File: config.mk
export PLATFORM = sky130hd
export DESIGN_NAME = tt_load_drain_ctrl
export DESIGN_NICKNAME = d
export VERILOG_FILES = /design/src/rtl/tt_load_drain_ctrl.sv
export SDC_FILE = /design/constraint.sdc
export NUM_CORES = 1
export LEC_CHECK = 0
export ABC_AREA = 1
export ABC_CLOCK_PERIOD_IN_PS = 1900
export CAP_MARGIN = 30
export CORE_AREA = 2 2 46 48
export CTS_CLUSTER_DIAMETER = 100
export CTS_CLUSTER_SIZE = 40
export DETAILED_ROUTE_END_ITERATION = 7
export DIE_AREA = 0 0 48 50
export PLACE_DENSITY_LB_ADDON = 0.12
export SYNTH_ARGS = -nofsm -noshare
export SYNTH_HDL_FRONTEND = slang
export SYNTH_SLANG_ARGS = --single-unit
File: constraint.sdc
create_clock -name clk -period 1.9 [get_ports clk]
set_input_delay 0.19 -clock clk [delete_from_list [all_inputs] [get_ports clk]]
set_output_delay 0.19 -clock clk [all_outputs]
set_load 0.005 [all_outputs]
File: src/rtl/tt_load_drain_ctrl.sv
// Load-queue drain controller: walks the circular LQ from a start id, hands each
// committed entry to VRF writeback and pulses an LQ-commit back to the scoreboard.
//
// Writeback handshake: o_wb_valid is asserted only while draining, when the entry
// at ptr has data and the block is not flushing. A transfer happens on any cycle
// with o_wb_valid & i_wb_ready. Once raised, o_wb_valid and o_wb_lqid hold until
// that transfer.
module tt_load_drain_ctrl #(
  parameter int LQ_DEPTH = 8,
  parameter int CNT_W    = 3,
  parameter int LQID_W   = $clog2(LQ_DEPTH)
) (
  input  logic              clk,
  input  logic              reset_n,
  input  logic              i_drain_req,
  input  logic [CNT_W-1:0]  i_drain_ref_count,
  input  logic [LQID_W-1:0] i_drain_lqid_start,
  output logic              o_draining,
  input  logic [LQ_DEPTH-1:0] i_lq_data_valid,
  input  logic              i_flush,
  output logic              o_wb_valid,
  input  logic              i_wb_ready,
  output logic [LQID_W-1:0] o_wb_lqid,
  output logic              o_wb_last,
  output logic              o_lq_commit,
  output logic [LQID_W-1:0] o_dest_lqid,
  output logic              dbg_state
);

  typedef enum logic {IDLE = 1'b0, DRAIN = 1'b1} state_t;

  state_t            state;
  logic [LQID_W-1:0] ptr;
  logic [CNT_W-1:0]  remaining;
  logic              active;
  logic              fire;

  // A zero-count drain sits in DRAIN with remaining==0 and never requests writeback.
  assign active      = (state == DRAIN) && (remaining != '0) && !i_flush;
  assign o_wb_valid  = active && i_lq_data_valid[ptr];
  assign fire        = o_wb_valid && i_wb_ready;
  assign o_lq_commit = fire;
  assign o_wb_lqid   = ptr;
  assign o_dest_lqid = ptr;
  assign o_wb_last   = (state == DRAIN) && (remaining == CNT_W'(1));
  assign o_draining  = (state == DRAIN);
  assign dbg_state   = state;

  always_ff @(posedge clk or negedge reset_n) begin
    if (!reset_n) begin
      state     <= IDLE;
      ptr       <= '0;
      remaining <= '0;
    end else if (i_flush) begin
      state     <= IDLE;
      remaining <= '0;
    end else begin
      case (state)
        IDLE: begin
          if (i_drain_req) begin
            ptr       <= i_drain_lqid_start;
            remaining <= i_drain_ref_count;
            state     <= DRAIN;
          end
        end
        DRAIN: begin
          if (remaining == '0) begin
            state <= IDLE;
          end else if (fire) begin
            ptr       <= ptr + LQID_W'(1);
            remaining <= remaining - CNT_W'(1);
            if (remaining == CNT_W'(1)) state <= IDLE;
          end
        end
        default: state <= IDLE;
      endcase
    end
  end

endmodule

==> impl_metrics.toml, run 1 <==
[setup_path]
endpoint_kind = "output port"
startpoint_type = "flip-flop"
cp_cell_sequence = "inv_1, ha_2, ha_4, nor3_4, buf_4, nand3_1, inv_1, dlygate4sd2_1"
worst-setup-path-type = "reg2out"
crit_family = "buffers and inverters"
critPathBufInv = 4
critPathMaxStageDelay_ns = 0.35
crit_path_max_fanout = 2
crit_path_top_delay_cell = "dfrtp_1"
cp.required_ns = 1.71
crit_top_cell = "inv_1"
worstPathArrival_ns = 1.69

[logic_synthesis]
syn-cell-area_um2 = 622
ys_top_cells_by_area = "dfrtp_1, nand2_1, ha_1"
synth_seq_cells = 7
syn_area_per_cell_um2 = 6.99
yosysTopAreaCell = "dfrtp_1"
yosysTopAreaCellShare_pct = 28.2
yosysWarnings = 0
ys_types = 19
synth-seq-area-share_pct = 28.2
synth_nets = 112
syn_inst = 89

[sta]
fin_crit_ns = 1.88
period_share_pct = 98.9
hold_violations = 0
worst_slew_pin_slew_ns = 0.370
max_clock_freq_mhz = 532
rsz0062_at_grt = "true"
hold_ws_ns = 0.197
setup_tns_ns = 0
finClkSkew_ns = 0.00879
slew_headroom_pct = 75.4
setup_viol = 0
slew_violations = 0

[power_and_ir_drop]
power.density_mw_per_mm2 = 785
p_leak_nw = 0.490
vdd_drop_max_mv = 0.400

[floorplan]
rows = 16
io_pins = 30
die_h_um = 50
die-area_mm2 = 0.00240
coreArea_mm2 = 0.00190
start_util_pct = 32.7
die_w_um = 48

[grt]
gr-usage-all-layers_pct = 14.7
grt_pass1_vias = 613
grt_pass1_wl_um = 2580
antenna_found_initial = 0
grt_overflow = 0
grt_max_degree = 11

[cts]
numCtsBuffers = 3
root_buffer = "clkbuf_4"
clkSinkCount = 7
max-clock-path-buffers = 2
worstSkewPairLatency_ns = 0.25
cts_tree = "built"
clk_pin_slew_ns = 0.06
hold_buffers = 0
h-tree-depth = 1

[run]
drv_cap = 0

[place]
port-buffer-count = 29
place_hpwl_um = 1220
gp_congestion = 0.832
place_area_um2 = 938

[run_status]
status = "complete, no violations"

[final_layout]
fin_nets = 147
mostFrequentLayoutCells = "nand2_1, clkdlybuf4s50_1, inv_1"
area_delta_synth_final_pct = 60.8
n_antenna_cell = 0
final_cell_area_um2 = 1000
final_common_cell = "nand2_1"
drive_above_1_share_pct = 17.1

[hold_path]
hold_class = "in2async"

[detailed_routing]
wire_per_inst_um = 10.8
num_vias = 658
finalWirelength_um = 1610
post-route-drc-count = 0
firstDrtPassIters = 4
ant_nets = 0
vias_per_cell = 4.39
initialDrtViolationCount = 16
## metal layers
| metal | vias to the layer above | wire length (um) | global-route usage [%] |
|---|---|---|---|
| met5 | - | 0 | 0 |
| met4 | 0 | 10 | 4.05 |
| met3 | 2 | 98 | 1.83 |
| met2 | 26 | 745 | 22.0 |
| met1 | 275 | 757 | 21.6 |
| li1 | 355 | - | - |
## cells by family (layout without fill, tap and decap cells)
logic type	Yosys count	after routing	share of synthesized area, %
simple gates	54	54	43.5
compound gates	8	8	7.64
flops	7	7	28.2
buf+inv	16	50	12.7
fa+ha+maj	4	4	8.05
## timing repair
item                                    in CTS  in global routing
pin swaps                                    1                  1
setup buffers                                1                  1
hold endpoints to repair                     0                  0
endpoints found under the setup margin       2                  1
gates resized for setup                      5                  5
## layout make-up
class / instances / area, um^2
Clock buffer: 4 / 26.3
Fill cell: 201 / 902
Inverter: 11 / 41.3
Multi-Input combinational cell: 66 / 389
Sequential cell: 7 / 176
Tap cell: 27 / 33.8
Timing Repair Buffer: 35 / 333
## metrics by stage
step	setup WS (ns)	instances	utilization, %	total power (W)
2_1_floorplan	0.303	89	-	0.000457
3_3_place_gp	0.0243	144	49.3	0.000629
3_5_place_dp	-0.0323	144	49.3	0.000627
4_1_cts	0.0282	149	51.5	0.000774
5_1_grt	-0.0478	150	52.6	0.000855
6_report	0.0204	150	52.6	0.000785
## flip-flops by register name, summed over array words and instances (netlist names)
| register | cells |
|---|---|
| remaining | 3 |
| o_dest_lqid | 3 |
| dbg_state | 1 |
## where the power goes
part	switching [W]	total [W]	internal, W	leakage [nW]
logic	0.000182	0.000410	0.000228	0.387
registers	0.0000549	0.000239	0.000184	0.0878
clock network	0.0000553	0.000135	0.0000802	0.0150
## final timing paths
check | startpoint | end | slack, ns | cells after the start
max | remaining[0] | o_wb_valid | 0.02 | 8
min | reset_n | remaining[0] | 0.20 | 1
max reg2reg | remaining[0] | o_dest_lqid[1] | 0.17 | 11
min reg2reg | remaining[2] | remaining[2] | 0.53 | 2
max in group asynchronous | reset_n | o_dest_lqid[0] | 1.43 | 1
min in group clk | remaining[2] | remaining[2] | 0.53 | 2
## synth_stat cells (all sizes together)
master  instances
nand2          32
inv            11
nand3           9
dfrtp           7
nor2            6
buf             5
ha              4
nand4           4
a211oi          3
o21ai           3
a21oi           2
nand3b          1
nor3            1
or2             1
No activity file was read; power rests on OpenSTA's default activity.
==> inputs of run 2 (changes only) <==
ABC_CLOCK_PERIOD_IN_PS = 2390   (was 1900)
clock period = 2.39 ns   (was 1.9 ns; I/O delays follow)
==> impl_metrics.toml, run 2 (same netlist as run 1, synthesis figures left out) <==
[power_and_ir_drop]
power.density_mw_per_mm2 = 617
vdd_drop_max_mv = 0.312
p_leak_nw = 0.478
design_power_total_w = 0.000604

[setup_path]
r2r-end = "remaining[2]"
startpoint_type = "flip-flop"
worstRegToRegCells = 10
r2r_start = "remaining[0]"
worstPathArrival_ns = 2.02
worst-setup-path-type = "reg2out"
cp.required_ns = 2.15
rrSetupSlack_ns = 0.64
crit_path_max_fanout = 4
endpoint_kind = "output port"

[cts]
worstSkewPairLatency_ns = 0.25
max-clock-path-buffers = 2
cts_tree = "built"
clk_pin_slew_ns = 0.05
hold_buffers = 0
clkSinkCount = 7
h-tree-depth = 1
numCtsBuffers = 3
root_buffer = "clkbuf_4"

[final_layout]
n_antenna_cell = 0
final_cells = 149
mostFrequentLayoutCells = "nand2_1, clkdlybuf4s50_1, inv_1"
fin_nets = 146
final_common_cell = "nand2_1"
drive_above_1_share_pct = 13.1
area_delta_synth_final_pct = 57.3

[detailed_routing]
wire_per_inst_um = 10.6
initialDrtViolationCount = 3
ant_nets = 0
post-route-drc-count = 0
vias_per_cell = 4.48
finalWirelength_um = 1580
firstDrtPassIters = 4
num_vias = 667

[grt]
grt_overflow = 0
antenna_found_initial = 0
grt_pass1_vias = 585
gr-usage-all-layers_pct = 14.4
grt_pass1_wl_um = 2420
grt_max_degree = 11

[place]
preCtsSetupSlack_ns = 0.263
port-buffer-count = 29
gp_congestion = 0.850
dp_cells = 141
place_hpwl_um = 1210

[floorplan]
die-area_mm2 = 0.00240
rows = 16
coreArea_mm2 = 0.00190
io_pins = 30
start_util_pct = 32.7
die_h_um = 50
die_w_um = 48

[sta]
period_share_pct = 94.4
worst_slack_ns = 0.134
setup_tns_ns = 0
slew_violations = 0
hold_ws_ns = 0.256
max_clock_freq_mhz = 443
hold_violations = 0
finClkSkew_ns = 0.00142
worst_slew_pin_slew_ns = 0.351
fin_crit_ns = 2.26
slew_headroom_pct = 76.5
setup_viol = 0

[hold_path]
hold_class = "in2async"

[run_status]
status = "complete, no violations"

[run]
drv_cap = 0
## run 2: cell count changes in the layout (fill, tap and decap cells not counted)
cell             delta
buf_6               -1
dlygate4sd2_1       -1
ha_1                +2
ha_2                -1
ha_4                -1
clkdlybuf4s50_1     +2
dfrtp_1             +1
clkbuf_2            -1
dfrtp_2             -1
## run 2: layout make-up
class	count	area, um^2
flip-flops and latches	7	175
repair buffers	34	328
multi-input cells	66	374
well taps	27	33.8
inverters	11	41.3
clock buffers	4	26.3
fillers	185	923
## run 2: through the flow
stage | util, % | area [um^2]
final | 51.4 | 978
after floorplan | - | 622
after global routing | 51.4 | 978
after CTS | 49.9 | 948
after global placement | 48.2 | 916
after detailed placement | 48.2 | 916
## run 2: metal layers
layer	wire length, um	global-route usage, %
met1	706	18.9
met5	0	0
met4	59	9.46
met2	739	21.3
met3	72	1.47
## run 2: worst max-delay path by stage
stage,startpoint,endpoint,slack (ns),cells after the start
after global routing,remaining[0],o_lq_commit,-0.0003,7
after global placement,i_flush,o_lq_commit,0.29,5
after detailed placement,i_flush,o_lq_commit,0.26,5
after CTS,remaining[0],o_lq_commit,0.03,7
final,remaining[0],o_lq_commit,0.13,7
after floorplan,remaining[0],o_dest_lqid[0],0.79,9
## run 2: repair_timing
item                       in CTS  in global routing
hold endpoints to repair        0                  0
resized for setup               1                  0
pin swaps                       0                  2
setup endpoints to repair       1                  1
buffers inserted                0                  4
## run 2: critical path: stages, from the launching register on
cell,delay (ns)
dfrtp_1,0.38
inv_1,0.06
ha_1,0.19
ha_1,0.22
nor3_4,0.19
nand4_4,0.15
inv_1,0.08
clkdlybuf4s50_1,0.49
## run 2: where the power goes
group          leakage [nW]  internal [W]  switching, W  total, W
Clock                0.0150     0.0000638     0.0000458  0.000110
Combinational         0.374      0.000166      0.000138  0.000305
Sequential           0.0890      0.000145     0.0000442  0.000189
